<file path="config.mk">
export PLATFORM = sky130hd
export DESIGN_NAME = uflash_ctrl_flat
export DESIGN_NICKNAME = d
export VERILOG_FILES = /design/src/rtl/uflash_ctrl_pkg.sv /design/src/rtl/uflash_ctrl_if.sv /design/src/rtl/uflash_ctrl.sv /design/src/flat_wrapper.sv
export SDC_FILE = /design/constraint.sdc
export NUM_CORES = 1
export LEC_CHECK = 0
export CORE_UTILIZATION = 53
export DETAILED_ROUTE_END_ITERATION = 16
export PLACE_DENSITY = 0.85
export SYNTH_ARGS = -nofsm -noshare
export SYNTH_HDL_FRONTEND = slang
export SYNTH_SLANG_ARGS = --single-unit
</file>
<file path="constraint.sdc">
create_clock -name clk -period 11.9 [get_ports clk]
set_input_delay 1.785 -clock clk [delete_from_list [all_inputs] [get_ports clk]]
set_output_delay 1.785 -clock clk [all_outputs]
set_load 0.005 [all_outputs]
</file>
<file path="src/rtl/uflash_ctrl_pkg.sv">
// Shared types and constants for the user-flash bus controller.
// State encoding, bus strobe command codes and the fill value returned on timeout.
// Imported by the controller top and by anything that decodes its commands.
package uflash_ctrl_pkg;

  typedef enum logic [1:0] {
    ST_IDLE,
    ST_ISSUE,
    ST_WAIT,
    ST_DONE
  } state_t;

  typedef enum logic [1:0] {
    OP_READ,
    OP_PROG,
    OP_ERASE
  } op_t;

  localparam logic [3:0]  WSTRB_READ   = 4'b0000;
  localparam logic [3:0]  WSTRB_PROG   = 4'b1111;
  localparam logic [3:0]  WSTRB_ERASE  = 4'b0001;
  localparam logic [31:0] TIMEOUT_FILL = 32'hFFFF_FFFF;

endpackage

</file>
<file path="src/rtl/uflash_ctrl_if.sv">
// CPU-side memory bus of the user-flash controller.
// master = CPU / address decoder side, slave = uflash_ctrl.
// sel is held by the master until the one-cycle ready pulse.
interface uflash_ctrl_if #(
  parameter int ROW_BITS = 9,
  parameter int COL_BITS = 6
);
  localparam int AW = ROW_BITS + COL_BITS;

  logic          sel;
  logic [3:0]    wstrb;
  logic [AW-1:0] addr;
  logic [31:0]   data_i;
  logic          err_clr;
  logic          ready;
  logic [31:0]   data_o;
  logic          err;

  modport master (
    output sel, wstrb, addr, data_i, err_clr,
    input  ready, data_o, err
  );

  modport slave (
    input  sel, wstrb, addr, data_i, err_clr,
    output ready, data_o, err
  );
endinterface

</file>
<file path="src/rtl/uflash_ctrl.sv">
// User-flash bus controller: one-word read cache, page write protect, timeout, sticky err.
// Latency: cache hit / rejected request ready 1 cycle after accept; flash ops ready 1 cycle after fc_done.
// Backpressure: sel is held until ready; no new request is taken until the FSM is back in IDLE.
module uflash_ctrl
  import uflash_ctrl_pkg::*;
#(
  parameter int ROW_BITS      = 9,
  parameter int COL_BITS      = 6,
  parameter int ROWS_PER_PAGE = 8,
  parameter int PROT_PAGE     = 32,
  parameter int TIMEOUT       = 65535,
  parameter int CACHE_EN      = 1
) (
  input  logic                clk,
  input  logic                reset,
  uflash_ctrl_if.slave        bus,
  output logic                fc_start,
  output logic                fc_wr_en,
  output logic                fc_erase,
  output logic [ROW_BITS-1:0] fc_xaddr,
  output logic [COL_BITS-1:0] fc_yaddr,
  output logic [31:0]         fc_wdata,
  input  logic [31:0]         fc_rdata,
  input  logic                fc_done
);

  localparam int AW         = ROW_BITS + COL_BITS;
  localparam int PAGE_SHIFT = $clog2(ROWS_PER_PAGE);
  localparam int CW         = $clog2(TIMEOUT + 1);
  // The abort fires on the WAIT cycle in which the counter would reach TIMEOUT.
  localparam logic [CW-1:0] CNT_LAST = CW'(TIMEOUT - 1);

  function automatic logic [31:0] page_of(input logic [ROW_BITS-1:0] row);
    return 32'(row) >> PAGE_SHIFT;
  endfunction

  state_t        state;
  op_t           op;
  logic [CW-1:0] cnt;
  logic          ready_q;
  logic [31:0]   data_q;
  logic          err_q;
  logic          cache_vld;
  logic [AW-1:0] cache_tag;
  logic [31:0]   cache_dat;

  logic [ROW_BITS-1:0] req_row;
  logic                is_read, is_prog, is_erase, illegal, prot, hit;
  logic                accept, reject, done_evt, timeout_evt, err_set;
  logic                inv_on_done;

  assign req_row = bus.addr[AW-1:COL_BITS];

  // Request decode and completion/error event detection.
  always_comb begin
    is_read     = (bus.wstrb == WSTRB_READ);
    is_prog     = (bus.wstrb == WSTRB_PROG);
    is_erase    = (bus.wstrb == WSTRB_ERASE);
    illegal     = !(is_read || is_prog || is_erase);
    prot        = (is_prog || is_erase) && (page_of(req_row) >= 32'(PROT_PAGE));
    hit         = (CACHE_EN != 0) && is_read && cache_vld && (cache_tag == bus.addr);
    accept      = (state == ST_IDLE) && bus.sel;
    reject      = illegal || prot;
    done_evt    = (state == ST_WAIT) && fc_done;
    timeout_evt = (state == ST_WAIT) && !fc_done && (cnt == CNT_LAST);
    err_set     = (accept && reject) || timeout_evt;
    // A completed program to the cached word, or an erase of its page, makes the cache stale.
    inv_on_done = ((op == OP_PROG) && (cache_tag == {fc_xaddr, fc_yaddr})) ||
                  ((op == OP_ERASE) &&
                   (page_of(cache_tag[AW-1:COL_BITS]) == page_of(fc_xaddr)));
  end

  // Main FSM with registered flash-command, bus-response and cache state.
  always_ff @(posedge clk or posedge reset) begin
    if (reset) begin
      state     <= ST_IDLE;
      op        <= OP_READ;
      cnt       <= '0;
      ready_q   <= 1'b0;
      data_q    <= '0;
      fc_start  <= 1'b0;
      fc_wr_en  <= 1'b0;
      fc_erase  <= 1'b0;
      fc_xaddr  <= '0;
      fc_yaddr  <= '0;
      fc_wdata  <= '0;
      cache_vld <= 1'b0;
      cache_tag <= '0;
      cache_dat <= '0;
    end else begin
      fc_start <= 1'b0;
      ready_q  <= 1'b0;
      case (state)
        ST_IDLE: begin
          if (bus.sel) begin
            fc_xaddr <= req_row;
            fc_yaddr <= bus.addr[COL_BITS-1:0];
            fc_wdata <= bus.data_i;
            data_q   <= '0;
            if (reject) begin
              ready_q <= 1'b1;
              state   <= ST_DONE;
            end else if (hit) begin
              data_q  <= cache_dat;
              ready_q <= 1'b1;
              state   <= ST_DONE;
            end else begin
              op       <= is_prog ? OP_PROG : (is_erase ? OP_ERASE : OP_READ);
              fc_wr_en <= is_prog;
              fc_erase <= is_erase;
              fc_start <= 1'b1;
              state    <= ST_ISSUE;
            end
          end
        end
        ST_ISSUE: begin
          cnt   <= '0;
          state <= ST_WAIT;
        end
        ST_WAIT: begin
          cnt <= cnt + 1'b1;
          if (done_evt) begin
            if (op == OP_READ) begin
              data_q    <= fc_rdata;
              cache_vld <= (CACHE_EN != 0);
              cache_tag <= {fc_xaddr, fc_yaddr};
              cache_dat <= fc_rdata;
            end else if (inv_on_done) begin
              cache_vld <= 1'b0;
            end
            ready_q <= 1'b1;
            state   <= ST_DONE;
          end else if (timeout_evt) begin
            // The flash state is unknown after an aborted write, so drop the cache.
            if (op != OP_READ) cache_vld <= 1'b0;
            data_q  <= TIMEOUT_FILL;
            ready_q <= 1'b1;
            state   <= ST_DONE;
          end
        end
        ST_DONE: begin
          fc_wr_en <= 1'b0;
          fc_erase <= 1'b0;
          state    <= ST_IDLE;
        end
        default: state <= ST_IDLE;
      endcase
    end
  end

  // Sticky error flag; a new error wins over a simultaneous clear.
  always_ff @(posedge clk or posedge reset) begin
    if (reset)            err_q <= 1'b0;
    else if (err_set)     err_q <= 1'b1;
    else if (bus.err_clr) err_q <= 1'b0;
  end

  assign bus.ready  = ready_q;
  assign bus.data_o = data_q;
  assign bus.err    = err_q;

endmodule

</file>
<file path="src/flat_wrapper.sv">
// flat-port wrapper written by rule: the top's interface ports become plain ports
module uflash_ctrl_flat import uflash_ctrl_pkg::*;
#(
  parameter int ROW_BITS      = 9,
  parameter int COL_BITS      = 6,
  parameter int ROWS_PER_PAGE = 8,
  parameter int PROT_PAGE     = 32,
  parameter int TIMEOUT       = 65535,
  parameter int CACHE_EN      = 1
)
  (clk, reset, fc_start, fc_wr_en, fc_erase, fc_xaddr, fc_yaddr, fc_wdata, fc_rdata, fc_done, bus_sel, bus_wstrb, bus_addr, bus_data_i, bus_err_clr, bus_ready, bus_data_o, bus_err);
  uflash_ctrl_if #(.ROW_BITS(ROW_BITS), .COL_BITS(COL_BITS)) bus_i ();
  input  logic clk;
  input  logic reset;
  output logic fc_start;
  output logic fc_wr_en;
  output logic fc_erase;
  output logic [ROW_BITS-1:0] fc_xaddr;
  output logic [COL_BITS-1:0] fc_yaddr;
  output logic [31:0] fc_wdata;
  input  logic [31:0] fc_rdata;
  input  logic fc_done;
  input wire logic [$bits(bus_i.sel)-1:0] bus_sel;
  input wire logic [$bits(bus_i.wstrb)-1:0] bus_wstrb;
  input wire logic [$bits(bus_i.addr)-1:0] bus_addr;
  input wire logic [$bits(bus_i.data_i)-1:0] bus_data_i;
  input wire logic [$bits(bus_i.err_clr)-1:0] bus_err_clr;
  output wire logic [$bits(bus_i.ready)-1:0] bus_ready;
  output wire logic [$bits(bus_i.data_o)-1:0] bus_data_o;
  output wire logic [$bits(bus_i.err)-1:0] bus_err;
  assign bus_i.sel = bus_sel;
  assign bus_i.wstrb = bus_wstrb;
  assign bus_i.addr = bus_addr;
  assign bus_i.data_i = bus_data_i;
  assign bus_i.err_clr = bus_err_clr;
  assign bus_ready = bus_i.ready;
  assign bus_data_o = bus_i.data_o;
  assign bus_err = bus_i.err;
  uflash_ctrl #(.ROW_BITS(ROW_BITS), .COL_BITS(COL_BITS), .ROWS_PER_PAGE(ROWS_PER_PAGE), .PROT_PAGE(PROT_PAGE), .TIMEOUT(TIMEOUT), .CACHE_EN(CACHE_EN)) u_core (.clk(clk), .reset(reset), .bus(bus_i), .fc_start(fc_start), .fc_wr_en(fc_wr_en), .fc_erase(fc_erase), .fc_xaddr(fc_xaddr), .fc_yaddr(fc_yaddr), .fc_wdata(fc_wdata), .fc_rdata(fc_rdata), .fc_done(fc_done));
endmodule
</file>
After elaboration in Yosys (flattened, before gate mapping) --
Index checks and enable logic that the tools add are counted.
Word-level totals: bits in registers 152, bits of input ports 88, output and inout bits 84, word-level logic and storage cells 112
Operators by class: add/sub/neg operators 1, $lt $le $gt $ge 1, equal/unequal tests 17, multiplexer cells 41, bitwise operators 2, reduce and logical (&&, ||, !) cells 35
Operators with widths (count):
- $mux W32 | 6
- $pmux W32 S2 | 1
- $pmux W16 S2 | 1
- $eq A15 B15 Y1 | 2
- $mux W1 | 22
- $add A16 B1 Y16 const B | 1
- $eq A16 B16 Y1 const B | 1
- $reduce_and A4 Y1 | 4
- $mux W2 | 7
- $reduce_bool A2 Y1 | 7
- $logic_and A1 B1 Y1 | 10
- $pmux W2 S4 | 1
- $eq A2 B2 Y1 const B | 3
- $eq A6 B6 Y1 | 1
- $ge A6 B6 Y1 const B | 1
- $logic_or A1 B1 Y1 | 6
- $ne A2 B2 Y1 const B | 3
- $ne A3 B3 Y1 const B | 2
- $pmux W1 S2 | 3
- $eq A2 B1 Y1 const B | 2
- $eq A4 B1 Y1 const B | 1
- $eq A4 B4 Y1 const B | 1
- $logic_not A2 Y1 | 2
- $logic_not A4 Y1 | 1
- 5 further kinds | 8

Longest topological paths before layout --
Gate-level depths: netlist (run 1).
depth in word-level cells 8, mapped depth 10, depth with buffers taken out 7

Least setup slack after synthesis (run 1) --
Ideal clock, no wire load.
path kind in2reg, start point in bus_wstrb[1], end point reg u_core.op[0], library setup time 128 ps, data arrival time 3258 ps, data required time 11772 ps, setup slack 8514 ps, cell stages on the path 6, buffers on the path 0, cell sequence nor3_4 -> nand2b_1 -> or4_4 -> o21a_1 -> nand3_2 -> mux2_1
On the way: longest elaborated chain between the ends 7, elaborated cells on any way between the ends 15, those cells by class 2 x eq/ne; 1 x mux; 2 x bitwise; 10 x reduce/logical
Ends and longest elaborated chain:
- start: declaration | RTL line flat_wrapper.sv:24 | input wire logic [$bits(bus_i.wstrb)-1:0] bus_wstrb;
- $eq A4 B4 Y1 / $logic_not A4 Y1 (equally long branches) | RTL line uflash_ctrl.sv:57, uflash_ctrl.sv:56
- $logic_or A1 B1 Y1 (2 in a row) | RTL line uflash_ctrl.sv:59 | illegal = !(is_read || is_prog || is_erase);
- $logic_not A1 Y1 | RTL line uflash_ctrl.sv:59
- $logic_or A1 B1 Y1 | RTL line uflash_ctrl.sv:63 | reject = illegal || prot;
- $not A1 Y1 (no line)
- $reduce_and A4 Y1 (no line)
- end signal: assignment | RTL line uflash_ctrl.sv:108 | op <= is_prog ? OP_PROG : (is_erase ? OP_ERASE : OP_READ);
- end: declaration | RTL line uflash_ctrl.sv:38 | op_t op;
Several ways; a longest one is shown, not always the timed one. A chain may end at the register's enable or synchronous reset.

Worst setup path in the final report (run 1) --
start point in fc_done, end point reg u_core.data_q[25] (netlist: u_core.bus.data_o[25])
On the way: longest elaborated chain between the ends 5, elaborated cells on any way between the ends 9, those cells by class 2 x eq/ne; 2 x mux; 5 x reduce/logical
Ends and longest elaborated chain:
- start: declaration | RTL line flat_wrapper.sv:22 | input logic fc_done;
- $logic_not A1 Y1 | RTL line uflash_ctrl.sv:65 | timeout_evt = (state == ST_WAIT) && !fc_done && (cnt == CNT_LAST);
- $logic_and A1 B1 Y1 (2 in a row) | RTL line uflash_ctrl.sv:65
- $ne A3 B1 Y1 (no line)
- $reduce_and A4 Y1 (no line)
- end signal: assignment | RTL line uflash_ctrl.sv:104 | data_q <= cache_dat;
- end signal: assignment | RTL line uflash_ctrl.sv:124 | data_q <= fc_rdata;
- end: declaration | RTL line uflash_ctrl.sv:41 | logic [31:0] data_q;
Several ways; a longest one is shown, not always the timed one.

==> flow_summary.json, run 1 <==
{
  "status": "finished, final reports clean",
  "post_cts_buffers": 0,
  "cts_resized": 0,
  "synth.cell_area_mm2": 0.00682,
  "hold_path_class": "register to register",
  "fin_setup_tns_ns": 0,
  "critPathRequiredTime_ns": 12.18,
  "arrival_ns": 4.04,
  "synth_area_leaders": "dfrtp_1, mux2_2, xor2_1",
  "synth.most_common_cell": "dfrtp_1",
  "drive_gt1_share_pct": 20.9,
  "cts_buffers": 17,
  "grt_usage_pct": 25.2,
  "slew_headroom_pct": 19.8,
  "p_per_area_mw_per_mm2": 256,
  "die_w_um": 115,
  "io_pins": 172,
  "synth-edff-count": 0,
  "wirelength_um": 15900,
  "setup_viol": 0,
  "cp-start-kind": "input port",
  "finalNonFillerCells": 914,
  "cts_tree": "yes",
  "synth_nets": 656,
  "rows": 41,
  "drtIter0Drc": 260,
  "start_util_pct": 54.3,
  "synth.distinct_cells": 37,
  "path_clk_slew_ns": 0.06,
  "first_global_vias": 5233,
  "core_area_mm2": 0.0126,
  "dr.pass1.iters": 5,
  "crit_type": "input port to register",
  "dp_hpwl_um": 10700,
  "die_area_mm2": 0.0133,
  "yosysTopAreaCell": "dfrtp_1",
  "cts-root-buf": "clkbuf_16",
  "grt_setup_unrepaired": "false",
  "clockBufferDepth": 2,
  "drcViolationCount": 0,
  "antenna_found_initial": 0,
  "ant_nets": 0,
  "gp_congestion": 0.795,
  "hold_violations": 0,
  "overflow": 0,
  "fin_crit_sh_pct": 31.6,
  "seq_area_frac_synth_pct": 55.7,
  "hold_ws_ns": 0.476,
  "synth-seq-cells": 152,
  "worst_pin_slew_ns": 1.20,
  "cap_viol_max_count": 0,
  "worst_slack_ns": 8.14,
  "finalClockSkew_ns": 0.00919,
  "grt_pass1_wl_um": 25400,
  "vias": 4942,
  "end_kind": "register",
  "syn_area_per_cell_um2": 12.1,
  "slew_viol_final": 0,
  "path_max_fanout": 32,
  "synth_top_area_share_pct": 55.7,
  "numPortBuffers": 171,
  "vdd_drop_max_v": 0.000163,
  "clock_sinks": 152,
  "leakagePower_uw": 0.00390,
  "htree_levels": 4,
  "areaGrowthSynthToFinish_pct": 35.6,
  "clock.fmax_mhz": 266,
  "placed_cells": 882,
  "num_antenna_cells": 0,
  "period_minus_slack_ns": 3.76,
  "wire_per_inst_um": 17.3,
  "insertion_delay_ns": 0.43,
  "cts_hold_buf": 0,
  "yosys-top-cells-count": "dfrtp_1, mux2_2, nand2_1, nand2b_1, xor2_1",
  "synth-async-reset-ratio_pct": 100,
  "syn_inst": 563,
  "yosysWarningCount": 0,
  "grt_max_degree": 84,
  "nets": 822,
  "via_per_inst": 5.41,
  "die_y_um": 115,
  "synth_top_flop_cell": "dfrtp_1",
  "place_ws_ns": 7.70
}
==> layout make-up <==
type | count | area [um^2]
sequential | 152 | 3800
fill | 835 | 3310
multi-input combinational | 361 | 2810
timing repair buffer | 176 | 1750
clock buffer | 19 | 453
tap | 172 | 215
clock inverter | 13 | 141
inverter | 21 | 83.8
==> per-layer routing <==
metal	wire length (um)	up-vias	global-route usage, %
met5	0	-	0
met4	246	0	9.35
met3	1210	22	9.31
met2	8110	166	42.8
met1	6290	2444	29.2
li1	-	2310	-
==> per-stage QoR <==
step                      cell area, um^2  utilization [%]  power [uW]
final                                9250             73.6        2370
after global routing                 9250             73.6        2510
after CTS                            9250             73.6        2390
after detailed placement             8660             68.9        1830
after global placement               8660             68.9        1780
after floorplan                      6820                -        1410
==> sequential cells by signal, indices dropped and copies added, names as in the netlist <==
| register | count |
|---|---|
| u_core.bus.ready | 1 |
| u_core.state | 2 |
| u_core.fc_erase | 1 |
| u_core.fc_start | 1 |
| u_core.fc_yaddr | 6 |
| u_core.fc_wdata | 32 |
| u_core.cache_tag | 15 |
| u_core.cnt | 16 |
| u_core.bus.err | 1 |
| u_core.fc_wr_en | 1 |
| u_core.cache_dat | 32 |
| u_core.bus.data_o | 32 |
| u_core.cache_vld | 1 |
| u_core.fc_xaddr | 9 |
| u_core.op | 2 |
==> final timing paths <==
check                                       from               endpoint  slack, ns  cells after the start
min in group asynchronous                  reset    u_core.fc_wdata[14]       1.88                      2
hold / removal             u_core.bus.data_o[20]  u_core.bus.data_o[20]       0.48                      2
hold reg to reg            u_core.bus.data_o[20]  u_core.bus.data_o[20]       0.48                      2
max in group asynchronous                  reset  u_core.bus.data_o[12]       8.67                      3
setup reg to reg                 u_core.state[0]  u_core.bus.data_o[25]       8.94                      8
setup / recovery                         fc_done  u_core.bus.data_o[25]       8.14                      8
==> cells by family after synthesis <==
group	after synthesis	synth area share (%)
AO/OA/AOI/OAI	95	9.46
flip-flops	152	55.7
XOR/XNOR	38	4.88
AND/OR/NAND/NOR	124	9.46
buffers and inverters	50	3.28
multiplexers	99	16.3
adder cells (fa/ha/maj)	5	0.917
==> where the power goes <==
group	switching [uW]	internal, uW
Combinational	396	532
Sequential	161	743
Clock	220	321
==> critical path, cell delays in order <==
cell             delay (ns)
clkdlybuf4s50_1        0.45
buf_4                  0.30
nand2_1                0.13
nor3_2                 0.19
buf_4                  0.43
o21ai_1                0.32
a221oi_1               0.35
a21oi_2                0.06
==> layout by cell type, fill, tap and decap left out, types with 8 or more instances in the layout <==
cell             netlist  layout
nand2b_1              26      26
clkbuf_16              0      17
a21oi_2                8       8
a21oi_1                8       8
inv_1                 21      20
o21ai_0               12      12
o21ai_1               20      20
a22oi_1               24      24
nand3_1               13      13
xor2_1                25      25
xnor2_1               13      13
nand2_1               43      42
nor2_1                16      16
dfrtp_1              152     152
mux2_2                94      94
a221oi_1               8       8
clkdlybuf4s50_1        0     171
Power figures use the tool's default switching activity.
==> inputs of run 2 (changes only) <==
--- a/config.mk
+++ b/config.mk
@@ -5,9 +5,9 @@
 export SDC_FILE = /design/constraint.sdc
 export NUM_CORES = 1
 export LEC_CHECK = 0
-export CORE_UTILIZATION = 53
+export CORE_UTILIZATION = 49
 export DETAILED_ROUTE_END_ITERATION = 16
-export PLACE_DENSITY = 0.85
+export PLACE_DENSITY = 0.8
 export SYNTH_ARGS = -nofsm -noshare
 export SYNTH_HDL_FRONTEND = slang
 export SYNTH_SLANG_ARGS = --single-unit
==> constraint.sdc (replaced) <==
create_clock -name clk -period 3.85 [get_ports clk]
set_input_delay 0.5775 -clock clk [delete_from_list [all_inputs] [get_ports clk]]
set_output_delay 0.5775 -clock clk [all_outputs]
set_load 0.005 [all_outputs]
==> flow_summary.json, run 2 (synthesis gave the netlist of run 1 again) <==
{
  "status": "finished, final reports clean",
  "io_pins": 172,
  "drcViolationCount": 0,
  "r2r_cells": 5,
  "cp-start-kind": "register",
  "grt_pass1_wl_um": 25500,
  "crit_cells": 5,
  "grt_usage_pct": 22.8,
  "die_y_um": 120,
  "insertion_delay_ns": 0.42,
  "crit_buf_inv": 1,
  "highest_layer": "met4",
  "wirelength_um": 15500,
  "cts_resized": 0,
  "clockBufferDepth": 2,
  "drive_gt1_share_pct": 21.0,
  "route.met2.wl_um": 7840,
  "hold_path_class": "register to register",
  "cap_viol_max_count": 0,
  "rrSetupSlack_ns": 1.19,
  "vdd_drop_max_v": 0.000438,
  "fin_crit_sh_pct": 69.2,
  "place_ws_ns": 0.987,
  "path_cells": "inv_1 -> ha_2 -> nor2b_1 -> a211o_2 -> o21ai_1",
  "critPathRequiredTime_ns": 4.11,
  "finalClockSkew_ns": 0.0101,
  "hold_violations": 0,
  "hold_ws_ns": 0.480,
  "final_common_cell": "clkdlybuf4s50_1",
  "grt_max_degree": 153,
  "cts-root-buf": "clkbuf_16",
  "cts_buffers": 17,
  "vias": 4941,
  "gp_congestion": 0.810,
  "crit_type": "register to register",
  "cts_tree": "yes",
  "via_per_inst": 5.38,
  "cts_hold_buf": 0,
  "slew_headroom_pct": 22.1,
  "dr.pass1.iters": 4,
  "arrival_ns": 2.92,
  "rows": 42,
  "dp_hpwl_um": 10500,
  "die_w_um": 120,
  "clock_sinks": 152,
  "total_power_uw": 7420,
  "cp_top_family": "compound AO/OA/AOI/OAI gates",
  "first_global_vias": 5360,
  "htree_levels": 4,
  "die_area_mm2": 0.0144,
  "critPathLaunch": "u_core.state[0]",
  "wire_per_inst_um": 16.9,
  "core_area_mm2": 0.0134,
  "period_minus_slack_ns": 2.66,
  "end_kind": "register",
  "num_antenna_cells": 0,
  "r2r_end": "u_core.bus.data_o[16]",
  "numPortBuffers": 171,
  "worst_slack_ns": 1.19,
  "post_cts_buffers": 0,
  "slowest_delay_ns": 0.89,
  "drtIter0Drc": 287,
  "antenna_found_initial": 0,
  "start_util_pct": 50.9,
  "nets": 823,
  "critPathCapture": "u_core.bus.data_o[16]",
  "final_cell_mix": "clkdlybuf4s50_1, dfrtp_1, mux2_2",
  "overflow": 0,
  "setup_viol": 0,
  "fin_setup_tns_ns": 0,
  "met1_length_um": 6180,
  "path_max_fanout": 56,
  "leakagePower_uw": 0.00392,
  "grt_setup_unrepaired": "false",
  "worstReg2RegStart": "u_core.state[0]",
  "worst_pin_slew_ns": 1.16,
  "slew_viol_final": 0,
  "clock.fmax_mhz": 375,
  "p_per_area_mw_per_mm2": 797,
  "areaGrowthSynthToFinish_pct": 36.6,
  "path_clk_slew_ns": 0.06,
  "slowest_stage": "a211o_2",
  "wl_met3_um": 1200,
  "ant_nets": 0
}
[run 2: cell types whose count changed in the layout (fill, tap and decap cells not counted)]
cell / before / now
bufinv_16: 2 / 4
clkinv_4: 2 / 3
clkbuf_8: 2 / 1
clkinv_2: 3 / 2
clkinvlp_4: 3 / 4
buf_12: 0 / 1
inv_6: 4 / 2
[run 2: metal layers]
layer / vias up / global-route usage, %
met5: - / 0
met4: 0 / 9.06
met3: 23 / 8.13
met2: 148 / 39.2
met1: 2460 / 25.6
li1: 2310 / -
[run 2: tightest hold or removal path, delay by kind of cell (launching register included)]
family             cells  cell delay (ns)
DFF                    1             0.34
and+or+nand+nor        1             0.06
AOI/OAI and AO/OA      1             0.05
[run 2: layout make-up]
class | instances | area, um^2
fillers | 980 | 4080
flip-flops and latches | 152 | 3800
multi-input cells | 361 | 2810
repair buffers | 177 | 1770
clock buffers | 18 | 439
well taps | 176 | 220
clock inverters | 14 | 196
inverters | 21 | 82.6
[run 2: per-stage QoR]
step,instance area (um^2),util (%),std cells
4_1_cts,9320,69.5,919
2_1_floorplan,6830,-,563
6_report,9320,69.5,919
3_5_place_dp,8680,64.8,887
3_3_place_gp,8680,64.8,887
5_1_grt,9320,69.5,919
[run 2: how the worst min path moves through the flow]
stage,from,end,slack [ns],cells after the start
2_1_floorplan,u_core.bus.data_o[20],u_core.bus.data_o[20],0.48,2
3_3_place_gp,u_core.bus.data_o[30],u_core.bus.data_o[30],0.46,2
3_5_place_dp,u_core.bus.data_o[29],u_core.bus.data_o[29],0.47,2
4_1_cts,u_core.bus.data_o[29],u_core.bus.data_o[29],0.48,2
5_1_grt,u_core.bus.data_o[26],u_core.bus.data_o[26],0.51,2
6_report,u_core.bus.data_o[29],u_core.bus.data_o[29],0.48,2
[run 2: power breakdown]
group          internal [uW]  total (uW)  leakage, uW  switching [uW]
clock network           1110        1770     0.000303             669
registers               2300        2780      0.00187             481
logic                   1650        2870      0.00175            1220
